## src/rtl/handshake_pkg.sv

```systemverilog
// Shared types, default widths and helpers for the trigger handshake responder.
package handshake_pkg;

    localparam int N_CH   = 4;
    localparam int TS_W   = 32;
    localparam int DEAD_W = 16;

    localparam logic [15:0] LOST_MAX = 16'hFFFF;

    typedef enum logic [2:0] {
        S_IDLE,
        S_COLLECT,
        S_OUTPUT,
        S_CLEAR,
        S_DEAD
    } resp_state_t;

    function automatic logic [5:0] count_ones(input logic [31:0] v);
        logic [5:0] n;
        n = '0;
        for (int i = 0; i < 32; i++) begin
            n = n + 6'(v[i]);
        end
        return n;
    endfunction

endpackage

```

## src/rtl/handshake_responder_phase_counter.sv

```systemverilog
// Loadable down-counter; done marks the final cycle of the loaded phase length.
module phase_counter #(
    parameter int W = 16
) (
    input  logic         clk,
    input  logic         reset_n,
    input  logic         i_load,
    input  logic [W-1:0] i_load_val,
    input  logic         i_en,
    output logic         o_done
);

    logic [W-1:0] r_count;

    always_ff @(posedge clk or negedge reset_n) begin
        if (!reset_n) begin
            r_count <= '0;
        end else if (i_load) begin
            r_count <= i_load_val;
        end else if (i_en && (r_count != '0)) begin
            r_count <= r_count - 1'b1;
        end
    end

    assign o_done = (r_count == W'(1));

endmodule

```

## src/rtl/handshake_responder.sv

```systemverilog
// Groups coincident monostable flags into one event, hands it downstream,
// then clears the monostables and holds off for a programmable dead time.
module handshake_responder #(
    parameter int N_CH    = handshake_pkg::N_CH,
    parameter int TS_W    = handshake_pkg::TS_W,
    parameter int CLEAR_W = 4,
    parameter int DEAD_W  = handshake_pkg::DEAD_W
) (
    input  logic              clk,
    input  logic              reset_n,
    input  logic [N_CH-1:0]   handshake,
    input  logic [TS_W-1:0]   timestamp,
    input  logic [7:0]        coinc_window,
    input  logic [DEAD_W-1:0] dead_time,
    output logic              ev_valid,
    input  logic              ev_ready,
    output logic [N_CH-1:0]   ev_hitmask,
    output logic [TS_W-1:0]   ev_timestamp,
    output logic [N_CH-1:0]   clear,
    output logic              busy,
    output logic [15:0]       lost_count
);

    import handshake_pkg::*;

    // One counter serves window, clear and dead phases, so it must fit the widest.
    localparam int CNT_W = (DEAD_W > 8) ? DEAD_W : 8;

    resp_state_t       r_state;
    logic [N_CH-1:0]   r_mask;
    logic [N_CH-1:0]   r_hs_prev;
    logic [N_CH-1:0]   r_clear;
    logic [TS_W-1:0]   r_ts;
    logic [DEAD_W-1:0] r_dead;
    logic              r_valid;
    logic [15:0]       r_lost;

    logic              w_cnt_load;
    logic [CNT_W-1:0]  w_cnt_load_val;
    logic              w_cnt_en;
    logic              w_cnt_done;
    logic [N_CH-1:0]   w_rise;
    logic [16:0]       w_lost_sum;

    assign w_rise     = handshake & ~r_hs_prev;
    assign w_lost_sum = {1'b0, r_lost} + 17'(count_ones(32'(w_rise)));

    always_comb begin
        w_cnt_load     = 1'b0;
        w_cnt_load_val = '0;
        w_cnt_en       = 1'b0;
        case (r_state)
            S_IDLE: begin
                if ((handshake != '0) && (coinc_window != 8'd0)) begin
                    w_cnt_load     = 1'b1;
                    w_cnt_load_val = CNT_W'(coinc_window);
                end
            end
            S_COLLECT: w_cnt_en = 1'b1;
            S_OUTPUT: begin
                if (ev_ready) begin
                    w_cnt_load     = 1'b1;
                    w_cnt_load_val = CNT_W'(CLEAR_W);
                end
            end
            S_CLEAR: begin
                if (w_cnt_done && (r_dead != '0)) begin
                    w_cnt_load     = 1'b1;
                    w_cnt_load_val = CNT_W'(r_dead);
                end else begin
                    w_cnt_en = 1'b1;
                end
            end
            S_DEAD:  w_cnt_en = 1'b1;
            default: w_cnt_en = 1'b0;
        endcase
    end

    phase_counter #(
        .W(CNT_W)
    ) u_phase_counter (
        .clk        (clk),
        .reset_n    (reset_n),
        .i_load     (w_cnt_load),
        .i_load_val (w_cnt_load_val),
        .i_en       (w_cnt_en),
        .o_done     (w_cnt_done)
    );

    always_ff @(posedge clk or negedge reset_n) begin
        if (!reset_n) begin
            r_state   <= S_IDLE;
            r_mask    <= '0;
            r_hs_prev <= '0;
            r_clear   <= '0;
            r_ts      <= '0;
            r_dead    <= '0;
            r_valid   <= 1'b0;
            r_lost    <= '0;
        end else begin
            r_hs_prev <= handshake;

            // Edges while the event is parked or being cleared are swallowed by clear.
            if (((r_state == S_OUTPUT) || (r_state == S_CLEAR)) && (w_rise != '0)) begin
                r_lost <= w_lost_sum[16] ? LOST_MAX : w_lost_sum[15:0];
            end

            case (r_state)
                S_IDLE: begin
                    if (handshake != '0) begin
                        r_ts   <= timestamp;
                        r_mask <= handshake;
                        r_dead <= dead_time;
                        if (coinc_window == 8'd0) begin
                            r_state <= S_OUTPUT;
                            r_valid <= 1'b1;
                        end else begin
                            r_state <= S_COLLECT;
                        end
                    end
                end
                S_COLLECT: begin
                    r_mask <= r_mask | handshake;
                    if (w_cnt_done) begin
                        r_state <= S_OUTPUT;
                        r_valid <= 1'b1;
                    end
                end
                S_OUTPUT: begin
                    if (ev_ready) begin
                        r_valid <= 1'b0;
                        r_clear <= '1;
                        r_state <= S_CLEAR;
                    end
                end
                S_CLEAR: begin
                    if (w_cnt_done) begin
                        r_clear <= '0;
                        r_state <= (r_dead == '0) ? S_IDLE : S_DEAD;
                    end
                end
                S_DEAD: begin
                    if (w_cnt_done) begin
                        r_state <= S_IDLE;
                    end
                end
                default: r_state <= S_IDLE;
            endcase
        end
    end

    assign ev_valid     = r_valid;
    assign ev_hitmask   = r_mask;
    assign ev_timestamp = r_ts;
    assign clear        = r_clear;
    assign busy         = (r_state != S_IDLE);
    assign lost_count   = r_lost;

endmodule

```

## config.mk

```make
export PLATFORM = sky130hd
export DESIGN_NAME = handshake_responder
export DESIGN_NICKNAME = d
export VERILOG_FILES = /design/src/rtl/handshake_pkg.sv /design/src/rtl/handshake_responder_phase_counter.sv /design/src/rtl/handshake_responder.sv
export SDC_FILE = /design/constraint.sdc
export NUM_CORES = 1
export LEC_CHECK = 0
export CORE_ASPECT_RATIO = 1.2
export CORE_MARGIN = 10
export CORE_UTILIZATION = 57
export DETAILED_ROUTE_END_ITERATION = 16
export DONT_BUFFER_PORTS = 1
export PLACE_DENSITY = 0.86
export SYNTH_ARGS = -nofsm -noshare
export SYNTH_HDL_FRONTEND = slang
export SYNTH_SLANG_ARGS = --single-unit
```

## constraint.sdc

```tcl
create_clock -name clk -period 2.8 [get_ports clk]
set_input_delay 0.56 -clock clk [delete_from_list [all_inputs] [get_ports clk]]
set_output_delay 0.56 -clock clk [all_outputs]
set_load 0.02 [all_outputs]
```

Word level (Yosys, flattened, before mapping) --
Cells that the tools add are included.
Operators by class: reductions and logical operators 24, equality and inequality tests 11, muxes and demuxes 31, $add $sub $neg 5, bitwise operators 3
Operators by type and width (number):
- 16-bit two-way mux | 4
- 16-bit one-hot mux with 3 select lines | 1
- 16-bit nonzero test | 2
- 3-bit two-way mux | 7
- 16-bit by 4-bit adder with 17-bit output | 1
- 16-bit by 1-bit == test with 1-bit output, second input constant | 1
- 16-bit zero test | 1
- 4-bit one-hot mux with 2 select lines | 2
- 16-bit by 1-bit subtractor with 16-bit output, second input constant | 1
- 3-bit one-hot mux with 5 select lines | 1
- 4-bit two-way mux | 3
- 2-bit != test, second input constant | 6
- 5-bit AND reduction | 2
- 8-bit zero test | 1
- 1-bit two-way mux | 8
- 8-bit two-way mux | 1
- 4-bit nonzero test | 2
- 8-bit nonzero test | 1
- 3-bit by 2-bit == test with 1-bit output, second input constant | 2
- 1-bit one-hot mux with 3 select lines | 2
- 2-bit nonzero test | 3
- 3-bit nonzero test | 2
- 3-bit by 1-bit adder with 4-bit output | 1
- 4-bit AND | 1
- other kinds (14) | 18
Storage, ports and cells: logic and storage cells 83, register bits 96, output and inout port bits 58, input bits 63

Depth between registers and ports, before layout --
depth in word-level cells 7, depth in mapped cells 9, depth with buffers taken out 9

Modules after synthesis --
A second synthesis with hierarchy kept.
Second synthesis, totals: cells, all modules 521, area, all modules 4748.3 µm²
By module, submodules not included:
- handshake_responder | instances 1, seq. area each 1926.8 µm², area an instance 3646.0 µm², cells an instance 389
- phase_counter | instances 1, seq. area each 400.4 µm², area an instance 1102.3 µm², cells an instance 132

Least setup slack after synthesis --
No wires, ideal clock.
kind input-to-reg, start in handshake[0], end reg r_lost[0] (netlist: lost_count[0]), stages 9, data arrival time 2.733 ns, setup slack -0.001 ns, buffers on the path 1, library setup time 0.068 ns, data required time 2.732 ns, path through nand2b_1 > fa_1 > fa_1 > inv_1 > fa_1 > nand4_2 > or3_1 > clkbuf_1 > nand2_1
On the way: longest elaborated chain between the ends 6, elaborated cells between the ends (all ways) 8, those cells by class 4 x add/sub; 1 x mux; 1 x bitwise; 2 x reduce/logical
Ends and longest elaborated chain:
- start: declaration | RTL line handshake_responder.sv:11 | input logic [N_CH-1:0] handshake,
- 4-bit AND * | RTL line handshake_responder.sv:45 | assign w_rise = handshake & ~r_hs_prev;
- 1-bit by 1-bit adder with 2-bit output | RTL line handshake_pkg.sv:22 | n = n + 6'(v[i]);
- 2-bit by 1-bit adder with 3-bit output | RTL line handshake_pkg.sv:22
- 3-bit by 1-bit adder with 4-bit output | RTL line handshake_pkg.sv:22
- 16-bit by 4-bit adder with 17-bit output | RTL line handshake_responder.sv:46 | assign w_lost_sum = {1'b0, r_lost} + 17'(count_ones(32'(w_rise)));
- 16-bit two-way mux | RTL line handshake_responder.sv:105 | r_lost <= w_lost_sum[16] ? LOST_MAX : w_lost_sum[15:0];
- end signal: assignment | RTL line handshake_responder.sv:105
- end: declaration | RTL line handshake_responder.sv:36 | logic [15:0] r_lost;
Every way passes the cells marked *; elsewhere a longest branch is shown, timed or not. A chain may end at the register's enable or synchronous reset.

Worst setup path after layout --
start reg r_hs_prev[0], end reg r_lost[7] (netlist: lost_count[7])
On the way: longest elaborated chain between the ends 7, elaborated cells between the ends (all ways) 9, those cells by class 4 x add/sub; 1 x mux; 2 x bitwise; 2 x reduce/logical
Ends and longest elaborated chain:
- start: declaration | RTL line handshake_responder.sv:31 | logic [N_CH-1:0] r_hs_prev;
- start signal: assignment | RTL line handshake_responder.sv:101 | r_hs_prev <= handshake;
- 4-bit inverter * | RTL line handshake_responder.sv:45
- 4-bit AND * | RTL line handshake_responder.sv:45
- 1-bit by 1-bit adder with 2-bit output | RTL line handshake_pkg.sv:22
- 2-bit by 1-bit adder with 3-bit output | RTL line handshake_pkg.sv:22
- 3-bit by 1-bit adder with 4-bit output | RTL line handshake_pkg.sv:22
- 16-bit by 4-bit adder with 17-bit output | RTL line handshake_responder.sv:46
- 16-bit two-way mux | RTL line handshake_responder.sv:105
Marks and branches as above.

==> run_results.csv <==
group,metric,value,unit
sta,clock_skew,17.1,ps
placed_design,place_hpwl,8260,um
die,io_pins,121,
die,fp.dieH,118,um
finish,final_cell_mix,"176 x nand2_1, 93 x dfrtp_1, 16 x nor2_1, 16 x nor4_1",
synthesis,synth_top_cell_by_area,"dfrtp_1",
sta,fmax,0.381,GHz
power,p_sw,0.00208,W
die,core_area,7710,um2
synthesis,syn_avg_cell_area,9.21,um2
sta,worstMarginPinSlew,903,ps
sta,slew_violations,0,
synthesis,synth_flop_cell,"dfrtp_1",
power,vdd_drop_max,654,uV
critical_path,cp_max_fo,13,
finish,n_antenna_cell,0,
route,drtIter0Drc,344,
synthesis,async_reset_ff_share,100,%
route,route.detailed.drc,0,
clocking,cts.sinks,93,
route,routed_wl,11300,um
run,cap_violations,0,
global_routing,grt_overflow_total,0,
critical_path,worstPathArrival,2900,ps
synthesis,synth-edff-count,0,
finish,fillCellCount,621,
global_routing,grt_max_degree,94,
clocking,clk_latency,350,ps
placed_design,gp_congestion,0.972,
sta,finalSetupViolCount,0,
finish,layout_commonest_cell,"nand2_1",
synthesis,synthCells,491,
synthesis,synth_nets,560,
power,cellLeakagePower,2.25,nW
critical_path,r2r_start,"r_hs_prev[0]",
placed_design,placed_cell_area,4610,um2
die,core.rowCount,35,
synthesis,synth_warnings,0,
global_routing,grt_pass1_vias,3627,
finish,syn2layout_area_growth,6.75,%
synthesis,syn-cell-area,4520,um2
synthesis,synth_cell_types,59,
sta,rsz0062_at_grt,"no",
global_routing,antenna_found_initial,0,
die,die_w,101,um
route,postRouteAntennaNets,0,
route,vias,3548,
power,power_frac_clock,17.6,%
sta,fin_setup_tns,0,ps
power,switching_share,43.7,%
route,routed_via_density,6.01,
clocking,post_cts_buffers,0,
clocking,max-clock-path-buffers,2,
die,die_area,11900,um2
clocking,clock-root-buffer,"clkbuf_8",
synthesis,synth.area.top_cells,"dfrtp_1 51%, nand2_1 15%, nor4_1 2.2%",
finish,finalNetCount,562,
critical_path,cp.required,3080,ps
finish,fin_area,4830,um2
sta,fin_ws,178,ps
placed_design,io_buffer_count,0,
critical_path,worstSetupStartpointType,"flop",
finish,layout-drive-gt1-share,10.0,%
global_routing,track_usage,19.0,%
synthesis,synth_top_area_share,51.5,%
sta,finalCriticalPeriod,2620,ps
min_path,worstHoldPathType,"in -> async",
sta,slew_headroom,39.8,%
synthesis,yosysSeqAreaShare,51.5,%
outcome,outcome,"complete, no violations",
power,power_density,988,nW/um2
clocking,cts.clk_slew.worst_paths,100,ps
clocking,cts_tree,"yes",
critical_path,critPathKind,"reg -> reg",
critical_path,crit_path_end_kind,"flop",
sta,hold_violations,0,
route,wl_per_cell,19.1,um
power,pwr-share-seq,56.9,%
placed_design,dp_worst_setup_slack,39.6,ps
clocking,numCtsBuffers,9,
power,cellInternalPower,0.00268,W
power,pwr-share-comb,25.5,%
sta,finalCritPeriodShare,93.6,%
global_routing,grt_pass1_wl,18500,um
die,initial_core_util,58.7,%
clocking,htreeDepth,3,
synthesis,synth_seq_cells,93,
critical_path,startpoint,"r_hs_prev[0]",
route,drtPass1Iterations,5,
## stage by stage
step | hold slack, ps | util [%] | total power [W] | instances
CTS | 125 | 62.6 | 0.00479 | 590
global route | 121 | 62.6 | 0.00513 | 590
global placement | 267 | 59.9 | 0.00385 | 573
detailed placement | 267 | 59.9 | 0.00392 | 573
finish | 109 | 62.6 | 0.00477 | 590
floorplan | 264 | - | 0.00353 | 491
## final timing paths
check | depth (start not counted) | end | slack [ps]
worst min-delay path | 1 | lost_count[14] | 110
worst max-delay path | 9 | lost_count[7] | 180
worst min register to register | 2 | r_dead[14] | 520
worst max register to register | 9 | lost_count[7] | 180
min in group clk | 0 | r_hs_prev[2] | 220
max in group asynchronous | 1 | r_dead[5] | 2350
## state kept, by name (all words and copies together), names as in the netlist
| signal | flops |
|---|---|
| ev_valid | 1 |
| ev_hitmask | 4 |
| lost_count | 16 |
| u_phase_counter.r_count | 16 |
| ev_timestamp | 32 |
| r_hs_prev | 4 |
| r_state | 3 |
| r_dead | 16 |
| clear | 1 |
## synth_stat cells (2+ instances only)
| master | number |
|---|---|
| a22oi_1 | 6 |
| buf_4 | 4 |
| nand2b_1 | 8 |
| nor3_1 | 7 |
| nand4_1 | 2 |
| nor4b_1 | 2 |
| mux2_2 | 3 |
| o311ai_0 | 3 |
| inv_1 | 9 |
| o21ai_1 | 2 |
| nor2_1 | 17 |
| nor4_4 | 2 |
| clkbuf_1 | 13 |
| nor3_4 | 2 |
| a31oi_1 | 3 |
| fa_1 | 3 |
| nor2b_1 | 3 |
| o21ai_0 | 15 |
| buf_2 | 3 |
| a21oi_1 | 15 |
| nand2_1 | 176 |
| dfrtp_1 | 93 |
| mux2i_1 | 5 |
| ha_1 | 3 |
| and3_1 | 4 |
| or3_1 | 8 |
| a22o_1 | 5 |
| nand3_1 | 14 |
| o211ai_1 | 8 |
| xnor2_1 | 8 |
| xor2_1 | 2 |
| nor4_1 | 16 |
## what timing repair did
action / 4_1_cts / 5_1_grt
endpoints found under the setup margin: 0 / 2
endpoints found under the hold margin: 93 / 0
resized for setup: 0 / 1
hold buffers: 1 / 0
## per-layer routing
layer  track usage (%)  vias up  wire length, um
met5                 0        -                0
met3              7.11       20             1120
met4              5.06        0              258
li1                  -     1683                -
met2              29.7      150             5420
met1              24.0     1695             4460
## power groups by stage
stage	clock network, W	registers, W	logic (W)
after global placement	0	0.00272	0.00113
final	0.000839	0.00271	0.00122
after floorplan	0	0.00257	0.000968
after detailed placement	0	0.00273	0.00119
after CTS	0.000855	0.00271	0.00122
after global routing	0.000925	0.00279	0.00142
## area by class of cell
type / count / area [um2] / share of cell area (%)
clock inverters: 7 / 57.6 / 1.19
multi-input cells: 367 / 2050 / 42.5
inverters: 9 / 33.8 / 0.700
flip-flops and latches: 93 / 2330 / 48.2
clock buffers: 9 / 124 / 2.57
well taps: 92 / 115 / 2.39
repair buffers: 13 / 118 / 2.44
## critical path, cell delays in order (launching register included)
cell	delay [ps]
dfrtp_1	360
nand2b_1	180
fa_1	500
fa_1	450
inv_1	90
fa_2	230
nand4_2	110
or3_1	370
buf_4	190
nand2_1	90
## logic make-up (layout without fill, tap and decap cells)
kind of cell	after synthesis	in the layout	synth area share, %
fa+ha+maj	6	6	2.16
simple gates	273	273	28.7
compound gates	70	70	10.5
mux	8	8	1.85
flops	93	93	51.5
buf+inv	31	38	3.38
xor+xnor	10	10	1.94
Note: power is estimated with default switching activity, not from simulation.
